File: config.mk
export PLATFORM = sky130hd
export DESIGN_NAME = binary_mod_inverse
export DESIGN_NICKNAME = d
export VERILOG_FILES = /design/src/rtl/modinv_pkg.sv /design/src/rtl/mod_half.sv /design/src/rtl/binary_mod_inverse.sv
export SDC_FILE = /design/constraint.sdc
export NUM_CORES = 1
export LEC_CHECK = 0
export CAP_MARGIN = 20
export CORE_MARGIN = 5
export CORE_UTILIZATION = 30
export DETAILED_ROUTE_END_ITERATION = 7
export SYNTH_ARGS = -nofsm -noshare
export SYNTH_HDL_FRONTEND = slang
export SYNTH_SLANG_ARGS = --single-unit
File: constraint.sdc
create_clock -name clk -period 11.2 [get_ports clk]
set_input_delay 3.36 -clock clk [delete_from_list [all_inputs] [get_ports clk]]
set_output_delay 3.36 -clock clk [all_outputs]
set_load 0.01 [all_outputs]
File: src/rtl/modinv_pkg.sv
// modinv_pkg: shared FSM state type and latency bound for the binary modular-inverse unit.
package modinv_pkg;
    typedef enum logic [1:0] {IDLE, CHECK, LOOP, DONE} state_e;

    function automatic int unsigned lat_max(input int unsigned w);
        return 4 * w + 4;
    endfunction
endpackage

File: src/rtl/mod_half.sv
// mod_half: halves x modulo odd m, adding m first when x is odd; W+1-bit sum so it never overflows.
module mod_half #(
    parameter int unsigned W = 32
) (
    input  logic [W-1:0] x_i,
    input  logic [W-1:0] m_i,
    output logic [W-1:0] y_o
);
    logic [W:0] sum;

    assign sum = {1'b0, x_i} + (x_i[0] ? {1'b0, m_i} : '0);
    assign y_o = sum[W:1];
endmodule

File: src/rtl/binary_mod_inverse.sv
// binary_mod_inverse: sequential a^-1 mod m via the binary extended Euclidean algorithm (odd m).
// Define MODINV_GCD_OUT_EN to add the gcd_out port.
module binary_mod_inverse
    import modinv_pkg::*;
#(
    parameter int unsigned W = 32
) (
    input  logic         clk,
    input  logic         rst,
    input  logic         start,
    input  logic [W-1:0] a,
    input  logic [W-1:0] m,
    output logic         busy,
    output logic         done,
    output logic [W-1:0] inv,
    output logic         invertible,
    output logic         bad_arg
`ifdef MODINV_GCD_OUT_EN
    ,
    output logic [W-1:0] gcd_out
`endif
);
    state_e       state_q, state_d;
    logic [W-1:0] a_q, a_d, m_q, m_d, u_q, u_d, v_q, v_d;
    logic [W-1:0] x1_q, x1_d, x2_q, x2_d, inv_q, inv_d;
    logic         ok_q, ok_d, bad_q, bad_d;
    logic [W-1:0] gcd_q, gcd_d;
    logic [W-1:0] x1_h, x2_h, d12, d21;

    mod_half #(.W(W)) u_half1 (.x_i(x1_q), .m_i(m_q), .y_o(x1_h));
    mod_half #(.W(W)) u_half2 (.x_i(x2_q), .m_i(m_q), .y_o(x2_h));

    // Wrapping W-bit differences; adding m back lands in [0, m) when the raw difference went negative.
    assign d12 = x1_q - x2_q;
    assign d21 = x2_q - x1_q;

    always_comb begin
        state_d = state_q;
        a_d     = a_q;
        m_d     = m_q;
        u_d     = u_q;
        v_d     = v_q;
        x1_d    = x1_q;
        x2_d    = x2_q;
        inv_d   = inv_q;
        ok_d    = ok_q;
        bad_d   = bad_q;
        gcd_d   = gcd_q;
        unique case (state_q)
            IDLE: if (start) begin
                state_d = CHECK;
                a_d     = a;
                m_d     = m;
                inv_d   = '0;
                ok_d    = 1'b0;
                bad_d   = 1'b0;
                gcd_d   = '0;
            end
            CHECK: if (!m_q[0] || m_q == W'(1) || a_q >= m_q) begin
                state_d = DONE;
                bad_d   = 1'b1;
            end else begin
                state_d = LOOP;
                u_d     = a_q;
                v_d     = m_q;
                x1_d    = W'(1);
                x2_d    = '0;
            end
            LOOP: if (u_q == '0) begin
                state_d = DONE;
                ok_d    = v_q == W'(1);
                inv_d   = v_q == W'(1) ? x2_q : '0;
                gcd_d   = v_q;
            end else if (!u_q[0]) begin
                u_d  = u_q >> 1;
                x1_d = x1_h;
            end else if (!v_q[0]) begin
                v_d  = v_q >> 1;
                x2_d = x2_h;
            end else if (u_q >= v_q) begin
                u_d  = u_q - v_q;
                x1_d = x1_q >= x2_q ? d12 : d12 + m_q;
            end else begin
                v_d  = v_q - u_q;
                x2_d = x2_q >= x1_q ? d21 : d21 + m_q;
            end
            DONE: state_d = IDLE;
            default: state_d = IDLE;
        endcase
    end

    always_ff @(posedge clk or posedge rst) begin
        if (rst) begin
            state_q <= IDLE;
            a_q     <= '0;
            m_q     <= '0;
            u_q     <= '0;
            v_q     <= '0;
            x1_q    <= '0;
            x2_q    <= '0;
            inv_q   <= '0;
            ok_q    <= 1'b0;
            bad_q   <= 1'b0;
            gcd_q   <= '0;
        end else begin
            state_q <= state_d;
            a_q     <= a_d;
            m_q     <= m_d;
            u_q     <= u_d;
            v_q     <= v_d;
            x1_q    <= x1_d;
            x2_q    <= x2_d;
            inv_q   <= inv_d;
            ok_q    <= ok_d;
            bad_q   <= bad_d;
            gcd_q   <= gcd_d;
        end
    end

    assign busy       = state_q == CHECK || state_q == LOOP;
    assign done       = state_q == DONE;
    assign inv        = inv_q;
    assign invertible = ok_q;
    assign bad_arg    = bad_q;
`ifdef MODINV_GCD_OUT_EN
    assign gcd_out    = gcd_q;
`else
    logic unused_gcd;
    assign unused_gcd = ^gcd_q;
`endif
endmodule

==> results.md, run 1 <==
- The first global-routing pass estimated roughly 140 mm of wire.
- In the final layout, the share of cells above drive strength 1 is 0.0609.
- Summing over every cut layer, the via total after detailed routing is roughly 24000.
- The number of buffers created by CTS is 30.
- After synthesis, the cell types taking the most area are sky130_fd_sc_hd__dfrtp_1, sky130_fd_sc_hd__ha_1, sky130_fd_sc_hd__o21ai_0, sky130_fd_sc_hd__a21oi_1, sky130_fd_sc_hd__nand2_1.
- The worst-case clock skew is approximately 0.036 ns.
- The number of distinct standard cells referenced by the synthesized netlist is 82.
- At the end of routability-driven placement, the weighted congestion stood at between 0.9 and 1.
- The flip-flop and latch count after synthesis is between 200 and 250.
- The transition time of the tightest slew-check pin is approximately 1.1 ns.
- The number of filler cells placed in the layout is 8634.
- The final clock period utilization by the worst path is 0.540.
- The number of buffers inserted by hold repair at cts is 0.
- The arrival time of the worst setup path is roughly 6.5 ns.
- The area fraction of the dominant cell type after synthesis is 0.229.
- The clock transition time at the flip-flop clock pins of the worst setup and hold paths is about 0.060 ns.
- The flow ran to the end, but the final reports show violations.
- The worst path required time is ~12 ns.
- For this configuration, the core starts out at a cell density of 0.303.
- The area of the die is slightly below 90000 um2.
- In the synthesized netlist the dominant register cell turns out to be sky130_fd_sc_hd__dfrtp_1.
- Measured on the finished design, the core utilization comes to 0.340.
- The final global-route overflow total is 0.
- The most used standard cell by instance count after synthesis is sky130_fd_sc_hd__nand2_1.
- The detailed-routing iteration count for the pre-antenna-repair pass is 8.
- For this design, the sink count on the clock tree is ~230.
- The setup total negative slack is 0 ns.
- The vertical die dimension is about 300 um.
- In the synthesized netlist, the number of instances is ~3200.
- The setup fix buffers added after clock tree synthesis is 0.
- Setup violations remaining at the end of the flow were counted as 0.
- The synthesized design contains 0 enable-type register cells.
- The highest cell delay on the worst timing path is 0.83 ns.
- The family with the most delay on the worst path is compound AO/OA/AOI/OAI gates.
- In the global route stage, overall resource usage came out at 0.198.
- The via count of the first global-routing pass came to between 20000 and 25000.
- The clock tree from TritonCTS is done.
- The signed area change from the synthesized netlist to the final layout is 12.3%.
- The root buffer cell chosen for the clock tree is sky130_fd_sc_hd__clkbuf_16.
- The worst path needs roughly 6.0 ns of the cycle, external delays included.
- The path category of the worst min-delay check is reg -> reg.
- Input and output buffers added on the ports amount to between 100 and 150.
- The detailed router finished its first iteration with ~2000 violations.
- The most used cell along the critical path is sky130_fd_sc_hd__buf_4.
- The post-synthesis sequential area ratio is 0.229.
- After detailed routing, the number of vias per cell comes to 5.61.
- The mean area per synthesized cell is 7.84 um2.
- At the later pin of the worst-skew pair, clock insertion delay measures slightly above 0.6 ns.
- Among all stages on the critical path, the largest delay is contributed by sky130_fd_sc_hd__buf_4.
- The synthesized cell area is about 25000 um2.
- The maximum level of the CTS H-tree is 1.
- The tightest hold path in the finished design has a slack of ~0.48 ns.
- The kind of start point of the critical path is a flop.
- The finished layout holds around 4300 standard cells, fillers aside.
- Synthesis produced a netlist with a net count of 3540.
- The number of cells upsized or downsized after cts is 0.
- In the synthesized netlist, the cells that appear most often are sky130_fd_sc_hd__nand2_1, sky130_fd_sc_hd__ha_1, sky130_fd_sc_hd__o21ai_0.
- The count of pins on the block boundary is between 100 and 150.
- The number of buffer and inverter instances along the worst setup path is 6.
- The worst setup path is captured at a flop.
- Counting tap cells, the placed design contains a total of between 4000 and 5000 instances.
- The library cell with the largest summed area after synthesis is sky130_fd_sc_hd__dfrtp_1.
- The count of final hold-check violations came to 0.
- The proportion of synthesized flip-flops having asynchronous set or reset is 1.00.
- The max-slew violation total from the final report is 0.
- The count of warnings emitted by yosys is 0.
- The total area inside the core boundary comes to approximately 80000 um2.
- The number of max-cap violations is 0.
- Traced cell by cell, the critical path runs through inv_1, buf_4, ha_1, inv_1, fa_1, a21oi_1, o21bai_1, nor4_1, o31a_1, o311ai_0, a21oi_2, buf_4, a21oi_1, o21ai_4, buf_4, nor2_1, buf_4, o311a_1, a22o_1.
- The clock passes through at most 3 buffers.
- Entering global routing, the biggest net connects roughly 110 pins.
- The final reports fail on DRC.
- Static timing analysis puts the maximum clock frequency at 165 MHz.
- The average wire per cell in the routed design is approximately 22 um.
- The maximum net fanout on the critical path is a little under 100.
- The category of the most critical setup path is reg -> reg.
- The initial antenna violation count is 1.
- Setup repair after global routing left no endpoint under its margin.
- The DRC violations left is 4.
- The die is roughly 300 um wide.
- The number of antenna diodes is 0.
- The count of antenna-violating nets left after detailed routing is 0.
- The wire-length estimate of the detail-placed layout is 71.8 mm.
- Headroom to the max-slew limit came out at 0.259.
- The aggregate routed wire length is ~90 mm.
- The count of nets after finishing is approximately 3500.
- The total number of placement rows is about 110.
[registers in the layout (all words and copies together), names as in the netlist]
| name | flops |
|---|---|
| a_q | 32 |
| bad_arg | 1 |
| inv | 32 |
| invertible | 1 |
| m_q | 32 |
| state_q | 2 |
| u_q | 32 |
| v_q | 32 |
| x1_q | 32 |
| x2_q | 32 |
[area by class of cell]
cell class                      count  area, um2  area share
Sequential cell                   228       5710       0.204
Inverter                          240        908      0.0325
Multi-Input combinational cell   2544      17700       0.633
Timing Repair Buffer              135       1290      0.0461
Clock inverter                     18        189     0.00677
Tap cell                         1070       1340      0.0479
Clock buffer                       36        803      0.0288
[metrics by stage]
step / setup slack (ns) / cell area (um2)
6_report: 5.16 / 27900
5_1_grt: 4.86 / 27900
4_1_cts: 4.73 / 27900
3_5_place_dp: 4.73 / 26900
3_3_place_gp: 4.83 / 26900
2_1_floorplan: 1.59 / 24900
[final timing paths]
kind	from	end	slack [ns]	depth (start not counted)
max in group asynchronous	rst	inv[31]$_DFFE_PP0P_	6.33	3
min in group asynchronous	rst	u_q[10]$_DFFE_PP0P_	3.30	2
setup reg to reg	u_q[0]$_DFFE_PP0P_	x1_q[31]$_DFFE_PP0P_	5.16	19
setup / recovery	u_q[0]$_DFFE_PP0P_	x1_q[31]$_DFFE_PP0P_	5.16	19
hold / removal	inv[2]$_DFFE_PP0P_	inv[2]$_DFFE_PP0P_	0.48	2
hold reg to reg	inv[2]$_DFFE_PP0P_	inv[2]$_DFFE_PP0P_	0.48	2
[placed cells by master, fill, tap and decap left out, drive strengths merged, types with 36 or more instances in the layout]
master           n
nand3           49
xor2            85
ha             292
inv            243
o21bai          40
clkbuf          36
nor2           247
dfrtp          228
a31oi           42
o21ai          274
a21oi          264
a21o           138
nor3            45
nand4           42
xnor2          127
nand2          304
mux2            67
clkdlybuf4s50  102
o211ai          37
[layer usage]
layer	global-route usage	vias to the layer above	wire length, um
met3	0.0202	185	4330
met1	0.259	11600	40300
li1	-	11500	-
met2	0.333	735	43000
met5	0	-	0
met4	0.0880	0	4770
[cells by family after synthesis]
logic type,Yosys count,share of synthesized area
simple gates,852,0.156
xor+xnor,212,0.0747
buf+inv,401,0.0615
fa+ha+maj,300,0.153
flops,228,0.229
mux,87,0.0384
compound gates,1093,0.286
[worst reg2reg max path, delay by kind of cell (launching register included)]
kind	cells	cell delay (ns)
adders and majority gates	2	0.67
AOI/OAI and AO/OA	9	2.15
buffers and inverters	6	2.12
and+or+nand+nor	2	0.39
DFF	1	0.61
Power of run 1 is not shown: default switching activity piles up to over one toggle a cycle in this logic, so the estimate is an artifact.
==> inputs of run 2 (changes only) <==
Clock period 11.2 ns to 4.99 ns, I/O delays scaled along.
==> results.md, run 2 (synthesis gave the netlist of run 1 again) <==
- By startpoint and endpoint, the worst setup path is classified as reg -> reg.
- Clock-pin slew was measured on the worst setup and hold paths at about 0.06 ns.
- The net count of the finished layout is 3708.
- The tree is rooted in a sky130_fd_sc_hd__clkbuf_16.
- The number of violations reported at the end of detailed-routing iteration 0 is 2235.
- The initial antenna violation count is 0.
- The initial utilization of the core area, before any placement, comes to 0.303.
- In this run the cell area measured after placement is between 20000 and 30000 um2.
- Setup repair after global routing could not meet its margin everywhere.
- The via count is 24700.
- TritonCTS built the clock tree.
- The count of final hold-check violations is 0.
- The number of hold buffers added after CTS was 0.
- The end of the worst hold path is inv[30]$_DFFE_PP0P_.
- For this design the top-level I/O count stands at about 100.
- After detailed routing, the number of vias per cell comes to ~5.6.
- Measured against its own limit, the worst slew margin works out to 0.416.
- Entering global routing, the biggest net connects 78 pins.
- The number of clock sinks seen by CTS is roughly 230.
- The finished cells cover roughly 30000 um2.
- The floorplan core area is 82100 um2.
- The reg2reg setup slack is 0.18 ns.
- The final cell utilization of the core is 0.360.
- Buffers inserted during clock tree synthesis total 31.
- The final critical delay including setup and external delays is slightly below 5 ns.
- The number of filler cells placed in the layout is roughly 8600.
- The worst setup path is launched from a flop.
- The worst register-to-register path has a depth of 21.
- The final clock period utilization by the worst path is 0.964.
- The horizontal die dimension is approximately 300 um.
- After global routing the overflow that remains totals 0.
- For the pin with the worst max-slew slack, the measured transition is between 0.8 and 0.9 ns.
- The DRC violations left is 0.
- The die is ~300 um tall.
- The hold path startpoint is inv[30]$_DFFE_PP0P_.
- The worst register-to-register path ends at x1_q[29]$_DFFE_PP0P_.
- For the worst setup path, the data arrival time is 5.31 ns.
- At the end of routability-driven placement, the weighted congestion stood at about 0.95.
- The first global-routing pass estimated 147 mm of wire.
- In the final layout, the share of cells above drive strength 1 is 0.115.
- In the final routed layout, each cell accounts on average for approximately 22 um.
- In the global route stage, overall resource usage came out at 0.208.
- The number of buffer cells added on primary ports is approximately 100.
- The maximum buffer depth of the clock tree is 3.
- The worst hold path depth is 2.
- The number of antenna diodes is 0.
- The signed area change from the synthesized netlist to the final layout is 18.8%.
- The wire-length estimate of the detail-placed layout is 76.7 mm.
- The detailed-routing iteration count for the pre-antenna-repair pass is 6.
- The max-slew violation total from the final report is 0.
- The number of failing setup endpoints in the final timing report is 0.
- The number of max-cap violations is 0.
- The maximum level of the CTS H-tree is 1.
- The clock insertion delay at the later pin of the skew report is roughly 0.64 ns.
- In this run the core area contains about 110 standard-cell rows.
- The startpoint identified for the worst register-to-register timing path is x1_q[0]$_DFFE_PP0P_.
- The via count of the first global-routing pass is around 24000.
- The worst-case clock skew is between 0.02 and 0.03 ns.
- The flow ran to the end, and the final reports show no timing, DRC or antenna violations.
- The library cells used most frequently in the layout, excluding fill and tap cells, are sky130_fd_sc_hd__nand2_1, sky130_fd_sc_hd__ha_1, sky130_fd_sc_hd__o21ai_0, sky130_fd_sc_hd__a21oi_1, sky130_fd_sc_hd__nor2_1.
- Derived from the worst setup path, the maximum achievable clock frequency is ~210 MHz.
- The maximum net fanout on the critical path is 4.
- The type of element capturing the critical path is a flop.
- The path category of the worst min-delay check is reg -> reg.
- The library cell used most frequently in the layout, excluding fill and tap cells, is sky130_fd_sc_hd__nand2_1.
- The aggregate routed wire length is approximately 97 mm.
- The count of nets left with antenna violations once routing finished came out at 0.
- The die covers between 80000 and 90000 um2.
- Data on the critical path is required at its endpoint by 5.49 ns.
[run 2: worst max-delay path, stage by stage (launching register included)]
cell	delay [ns]
sky130_fd_sc_hd__dfrtp_1	0.38
sky130_fd_sc_hd__inv_1	0.07
sky130_fd_sc_hd__ha_1	0.17
sky130_fd_sc_hd__inv_1	0.05
sky130_fd_sc_hd__fa_1	0.38
sky130_fd_sc_hd__a21o_1	0.21
sky130_fd_sc_hd__a221oi_4	0.31
sky130_fd_sc_hd__buf_4	0.15
sky130_fd_sc_hd__buf_4	0.12
sky130_fd_sc_hd__xnor2_1	0.10
sky130_fd_sc_hd__ha_1	0.36
sky130_fd_sc_hd__o21ai_0	0.14
sky130_fd_sc_hd__a21o_1	0.24
sky130_fd_sc_hd__or3_1	0.40
sky130_fd_sc_hd__a21o_1	0.23
sky130_fd_sc_hd__a211o_1	0.31
sky130_fd_sc_hd__a21boi_2	0.19
sky130_fd_sc_hd__o21ai_1	0.11
sky130_fd_sc_hd__and3_1	0.18
sky130_fd_sc_hd__o31a_1	0.30
sky130_fd_sc_hd__a211oi_2	0.18
sky130_fd_sc_hd__o21ai_0	0.11
[run 2: layer usage]
layer,up-vias,share of wire,GRT usage
met1,11900,0.43,0.274
li1,11800,-,-
met4,0,0.050,0.0904
met5,-,0,0
met2,825,0.46,0.347
met3,186,0.058,0.0236
[run 2: what timing repair did]
item	4_1_cts	5_1_grt
endpoints found under the setup margin	2	20
resized for setup	1	48
hold endpoints to repair	0	0
pin swaps	0	18
cloned	0	0
buffers inserted	0	9
[run 2: cell type report]
class                           instances  area, um2  share of cell area
Tap cell                             1070       1340              0.0453
Timing Repair Buffer                  296       2560              0.0868
Sequential cell                       228       5710               0.193
Inverter                              240        905              0.0306
Clock inverter                         19        302              0.0102
Multi-Input combinational cell       2544      17900               0.606
Clock buffer                           38        812              0.0275
[run 2: worst max-delay path by stage]
stage / to / cells after the start / from / slack [ns]
finish: x1_q[29]$_DFFE_PP0P_ / 21 / x1_q[0]$_DFFE_PP0P_ / 0.18
CTS: x1_q[29]$_DFFE_PP0P_ / 24 / x1_q[0]$_DFFE_PP0P_ / 0.002
detailed placement: x2_q[29]$_DFFE_PP0P_ / 22 / x1_q[0]$_DFFE_PP0P_ / -0.01
global route: x1_q[29]$_DFFE_PP0P_ / 23 / x1_q[0]$_DFFE_PP0P_ / -0.07
global placement: x2_q[29]$_DFFE_PP0P_ / 22 / x1_q[0]$_DFFE_PP0P_ / -0.001
floorplan: x2_q[29]$_DFFE_PP0P_ / 23 / x2_q[0]$_DFFE_PP0P_ / 0.03
[run 2: metrics by stage]
step	instances	setup slack, ns	setup TNS (ns)	hold slack [ns]
after floorplan	3173	0.0320	0	0.475
after global placement	4368	-0.00120	-0.00120	0.468
after detailed placement	4369	-0.0122	-0.0122	0.473
after CTS	4426	0.00154	0	0.485
after global routing	4435	-0.0668	-0.132	0.514
final	4435	0.177	0	0.481
Power of run 2 is left out for the same reason.
